## config.mk

```make
export PLATFORM = sky130hd
export DESIGN_NAME = tawas_rcn_wb_queue
export DESIGN_NICKNAME = d
export VERILOG_FILES = /design/src/rtl/tawas_rcn_wb_queue.sv
export SDC_FILE = /design/constraint.sdc
export NUM_CORES = 1
export LEC_CHECK = 0
export BUFFER_PORTS_ARGS = -buffer_cell sky130_fd_sc_hd__buf_2
export CORE_MARGIN = 1.5
export CORE_UTILIZATION = 40
export DETAILED_ROUTE_END_ITERATION = 12
export PLACE_DENSITY_LB_ADDON = 0.3
export SKIP_LAST_GASP = 1
export SLEW_MARGIN = 20
export SYNTH_ARGS = -nofsm -noshare
export SYNTH_HDL_FRONTEND = slang
export SYNTH_SLANG_ARGS = --single-unit
```

## constraint.sdc

```tcl
create_clock -name clk -period 7.9 [get_ports clk]
set_clock_uncertainty 0.05 [all_clocks]
set_input_delay 1.185 -clock clk [delete_from_list [all_inputs] [get_ports clk]]
set_output_delay 1.185 -clock clk [all_outputs]
set_load 0.03 [all_outputs]
```

## src/rtl/tawas_rcn_wb_queue.sv

```systemverilog
// ---------------------------------------------------------------------------
// tawas_rcn_wb_queue
//   Writeback queue between the RCN bus interface and the shared register-file
//   write port. Load returns are buffered as {thread, reg, data} and committed
//   one per cycle whenever the pipeline leaves the write port free. RCN cannot
//   be backpressured, so a return that arrives while the queue is full and not
//   draining is dropped and reported through a sticky overflow flag.
//   A per-thread read-pending flag holds each thread off read issue until its
//   load data has been written back.
//
// Ports
//   clk, rst           clock, asynchronous active-high reset
//   rcn_load_*         load return: valid pulse, thread, dest reg, data
//   rd_issue*          RCN read issued this cycle and issuing thread
//   wb_port_busy       pipeline owns the write port this cycle
//   wb_en/thread/reg/data  registered writeback commit
//   rd_stall           per-thread read-outstanding flags
//   level              current entry count, 0..DEPTH
//   overflow           sticky: a load return was dropped
// ---------------------------------------------------------------------------
module tawas_rcn_wb_queue #(
  parameter int DEPTH = 8,
  parameter int PTR_W = 3
) (
  input  logic             clk,
  input  logic             rst,
  input  logic             rcn_load_en,
  input  logic [4:0]       rcn_load_thread,
  input  logic [2:0]       rcn_load_reg,
  input  logic [31:0]      rcn_load_data,
  input  logic             rd_issue,
  input  logic [4:0]       rd_issue_thread,
  input  logic             wb_port_busy,
  output logic             wb_en,
  output logic [4:0]       wb_thread,
  output logic [2:0]       wb_reg,
  output logic [31:0]      wb_data,
  output logic [31:0]      rd_stall,
  output logic [PTR_W:0]   level,
  output logic             overflow
);

  localparam logic [PTR_W:0] FULL_LVL = DEPTH[PTR_W:0];

  logic [39:0]      mem_q [DEPTH];
  logic [PTR_W-1:0] wr_ptr_q, rd_ptr_q;
  logic [PTR_W:0]   level_q, level_d;
  logic             wb_en_q;
  logic [4:0]       wb_thread_q;
  logic [2:0]       wb_reg_q;
  logic [31:0]      wb_data_q;
  logic [31:0]      rd_stall_q, rd_stall_d;
  logic             overflow_q;

  logic             push, pop, full, accept, drop;
  logic [39:0]      head;
  logic [31:0]      stall_set, stall_clr;

  assign push   = rcn_load_en;
  assign pop    = (level_q != '0) && !wb_port_busy;
  assign full   = (level_q == FULL_LVL);
  // When full, a simultaneous pop frees the slot this edge, so the push fits:
  // wr_ptr == rd_ptr and the read picks up the old contents before the write.
  assign accept = push && (!full || pop);
  assign drop   = push && full && !pop;
  assign head   = mem_q[rd_ptr_q];

  always_comb begin
    level_d = level_q;
    case ({accept, pop})
      2'b10:   level_d = level_q + (PTR_W+1)'(1);
      2'b01:   level_d = level_q - (PTR_W+1)'(1);
      default: level_d = level_q;
    endcase
  end

  // Set wins over clear for the same thread at the same edge.
  assign stall_set  = rd_issue ? (32'd1 << rd_issue_thread) : 32'd0;
  assign stall_clr  = pop ? (32'd1 << head[39:35]) : 32'd0;
  assign rd_stall_d = (rd_stall_q & ~stall_clr) | stall_set;

  // Storage carries no reset; validity is tracked entirely by the pointers.
  always_ff @(posedge clk) begin
    if (accept) mem_q[wr_ptr_q] <= {rcn_load_thread, rcn_load_reg, rcn_load_data};
  end

  always_ff @(posedge clk or posedge rst) begin
    if (rst) begin
      wr_ptr_q    <= '0;
      rd_ptr_q    <= '0;
      level_q     <= '0;
      wb_en_q     <= 1'b0;
      wb_thread_q <= '0;
      wb_reg_q    <= '0;
      wb_data_q   <= '0;
      rd_stall_q  <= '0;
      overflow_q  <= 1'b0;
    end else begin
      level_q    <= level_d;
      rd_stall_q <= rd_stall_d;
      wb_en_q    <= pop;
      if (accept) wr_ptr_q <= wr_ptr_q + PTR_W'(1);
      if (pop) begin
        rd_ptr_q    <= rd_ptr_q + PTR_W'(1);
        wb_thread_q <= head[39:35];
        wb_reg_q    <= head[34:32];
        wb_data_q   <= head[31:0];
      end
      if (drop) overflow_q <= 1'b1;
    end
  end

  assign wb_en     = wb_en_q;
  assign wb_thread = wb_thread_q;
  assign wb_reg    = wb_reg_q;
  assign wb_data   = wb_data_q;
  assign rd_stall  = rd_stall_q;
  assign level     = level_q;
  assign overflow  = overflow_q;

endmodule

```

==> metrics list <==
* Port Buffers: 127
* Number of synthesized register bits: 404
- Via count: 8317
- Number of standard cells in the final layout excluding fillers: 1587
- The share of the Yosys chip area taken by registers is 0.734.
* Hold Crit Endpoint: overflow
- Number of cells on the worst reg-to-reg path: 6
- Count of placed standard cells including taps: roughly 1500
- DIE HEIGHT: around 200 µm
- Max cap viols: 0
* Detailed placer's ending HPWL: about 18 mm
- Number of buffers on the longest clock path: 3
* Initial antenna violation count: 4
- Entering global routing, the biggest net connects 85 pins.
- The die is around 200 µm wide.
- Ranked by flip-flop count, first place goes to mem_q.
* Share of cells above drive strength 1: 0.302
- Reg-to-reg slack, setup: between 4000 and 5000 ps
- The clock period could shrink to 3510 ps.
* Number of clock buffers inserted by TritonCTS: 43
* Register clock-pin slew on the reported worst setup and hold paths: 60 ps
* Count of buffer and inverter cells on the critical path: 1
- Once the clock tree was built, the setup fixing pass inserted 0 buffers.
* Number of nets with antenna violations after routing: 0
* Most common cell after layout, fill and taps aside: edfxtp_1
- The final number of max-transition violations came to 0.
* Maximum single-stage delay on the critical path: about 1000 ps
- Critical R2R Capture: rd_stall[11]
- Before antenna repair, the detailed router went through 5 iterations.
- Measured on the finished design, the core utilization comes to 0.476.
- In this run the most critical hold path is launched from overflow.
- CP Max Fanout: 51
* Path class of the lowest-slack min-delay path: flip-flop to flip-flop
- VDD IR-drop max: 231 µV
- CTS built an H-tree with a depth of 2.
- Global route overflow: 0
* RSZ-0062 raised after global routing: false
- The tree built by TritonCTS fans out to between 400 and 500 sinks.
- Final period utilization: 0.445
- STA classifies the critical path startpoint as a flip-flop.
- Instance count of the mapped netlist: 886
- Along the worst hold path, the cell count comes to 1.
* Highest-count cells in the layout ignoring fill and taps: edfxtp_1 (320), buf_2 (127), dfrtp_1 (81)
- In this run, post-CTS repair resized a total of 0 instances.
- Number of synthesis warnings: 0
- The floorplan has 72 rows.
* Arrival @ worst endpoint: 3940 ps
* Synth unique cells: 51
* Fmax: 285 MHz
- Launch point of the worst reg-to-reg path: rd_ptr_q[0]
* Mean routed wirelength per cell: between 20 and 25 µm
* Synthesized area per cell: about 18 µm²
- The worst setup path is of the flip-flop to flip-flop kind.
* Detailed-route wire length: 33.2 mm
- Summed over all cells, the static leakage comes to around 6.4 nW.
* Worst EP required: 8330 ps
- At the end of routability-driven placement, the weighted congestion stood at around 0.84.
- The initial utilization of the core area, before any placement, comes to 0.409.
- Layout filler cell count: 3273
* Slew at the pin closest to its max-slew limit: 1090 ps
- For this design the ratio of total power to cell area is 379 nW/µm².
- The core region is 39000 µm².
* Global routing usage summed across all routing layers: 0.164
- The number of endpoints with negative hold slack in the final report is 0.
- At the end of the flow, the number of nets in the layout was 1085.
- The number of global-route vias before repair came to between 8000 and 9000.
* Crit-path cells: buf_4 > mux4_2 > mux2i_4 > or2_1 > o21ai_2 > nand3_2
- STA classifies the critical path endpoint as a flip-flop.
* Number of endpoints failing setup at the final stage: 0
- For the final routed database, the setup TNS stands at 0 ps.
- Count of hold buffers inserted by post-cts repair: 0
- CP max stage cell: dfrtp_4
- Synthesized net count: 941
* CTS Root Cell: clkbuf_16
- After detailed routing, the number of remaining DRC violations is 0.
* Average via count per standard cell: 5.24
- At the later pin of the worst-skew pair, clock insertion delay measures 550 ps.
- Die Outline Area: between 40000 and 50000 µm²
- From synthesis to final layout, the design area changed by 16.3%.
* Wire length of the first global-routing pass: between 50 and 60 mm
- TritonCTS built the clock tree.
- The register with the most flip-flops in the layout has 320 of them.
- The synthesized netlist occupies a cell area of 16000 µm².
- Max-Slew Margin vs Limit: 0.273
- During I/O placement, the number of pins put on the boundary was 128.
- The flow ran to the end, and the final reports show no timing, DRC or antenna violations.
* Cell type group with the largest total delay on the critical path: flip-flops
* DRC violation total after the first TritonRoute iteration: 556
-- final cells by class --
cell class | count | area [µm²] | area share
Clock inverter | 22 | 248 | 0.0133
Sequential cell | 404 | 11700 | 0.631
Multi-Input combinational cell | 430 | 4020 | 0.216
Tap cell | 518 | 648 | 0.0349
Timing Repair Buffer | 139 | 726 | 0.0391
Antenna cell | 4 | 10.0 | 0.000539
Clock buffer | 58 | 1150 | 0.0620
Inverter | 12 | 48.8 | 0.00263
-- synth_stat cells, drive strengths merged --
master | instances | area share
and2 | 2 | 0.00078
nor2b | 11 | 0.0043
and3b | 3 | 0.0016
xnor2 | 5 | 0.0027
nand2 | 38 | 0.0091
a22oi | 5 | 0.0036
ha | 5 | 0.0039
nand2b | 6 | 0.0027
a31o | 1 | 0.00055
o21ai | 33 | 0.012
nand3b | 5 | 0.0024
or2 | 1 | 0.00039
mux2 | 3 | 0.0021
a21o | 1 | 0.00047
a21oi | 44 | 0.015
dfrtp | 84 | 0.13
clkbuf | 10 | 0.0024
buf | 30 | 0.013
o211ai | 8 | 0.0044
mux2i | 49 | 0.033
nand3 | 62 | 0.021
inv | 12 | 0.0028
mux4 | 76 | 0.11
and2b | 1 | 0.00047
nand4 | 3 | 0.0021
nor2 | 54 | 0.013
xor2 | 3 | 0.0016
a41o | 1 | 0.00063
nor3b | 3 | 0.0017
o22ai | 1 | 0.00039
nor3 | 4 | 0.0013
nor4 | 1 | 0.00039
and3 | 1 | 0.00039
edfxtp | 320 | 0.60
-- worst max-delay path by stage --
stage,cells past startpoint,end,from,slack (ps)
floorplan,4,mem_q[0][0],wb_port_busy,3060
CTS,6,rd_stall[15],rd_ptr_q[0],4260
global route,6,rd_stall[11],rd_ptr_q[0],4030
finish,6,rd_stall[11],rd_ptr_q[0],4390
detailed placement,11,level[2],wb_port_busy,4140
global placement,11,level[2],wb_port_busy,4170
-- through the flow --
| stage | setup slack, ps | area (µm²) | hold slack, ps | total power, mW |
|---|---|---|---|---|
| after floorplan | 3060 | 16000 | 437 | 4.58 |
| after global placement | 4170 | 17200 | 393 | 5.12 |
| after detailed placement | 4140 | 17200 | 412 | 5.16 |
| after CTS | 4260 | 18600 | 422 | 7.15 |
| after global routing | 4030 | 18600 | 432 | 7.41 |
| final | 4390 | 18600 | 418 | 7.04 |
-- cells by family (layout without fill, tap and decap cells) --
logic type,after synthesis,after routing,synth area share
AOI/OAI and AO/OA,94,94,0.0368
xor gates and xnor gates,8,8,0.00439
buffers and inverters,52,231,0.0183
other,0,4,0
DFF,404,404,0.734
adders and majority gates,5,5,0.00392
and+or+nand+nor,195,195,0.0610
muxes,128,128,0.142
-- metal layers --
metal	track usage	up-vias	wire [µm]
met4	0.0405	4	573
met2	0.267	196	16000
li1	-	3781	-
met1	0.228	4283	14900
met5	0	-	24
met3	0.0331	53	1750
-- where the power goes --
part / leakage, nW / switching, mW / total, mW / internal [mW]
sequential: 3.77 / 0.334 / 3.03 / 2.69
combinational: 1.99 / 1.19 / 2.04 / 0.851
clock: 0.683 / 0.812 / 1.98 / 1.16
total: 6.44 / 2.33 / 7.04 / 4.71
(Power assumes the default switching activity.)
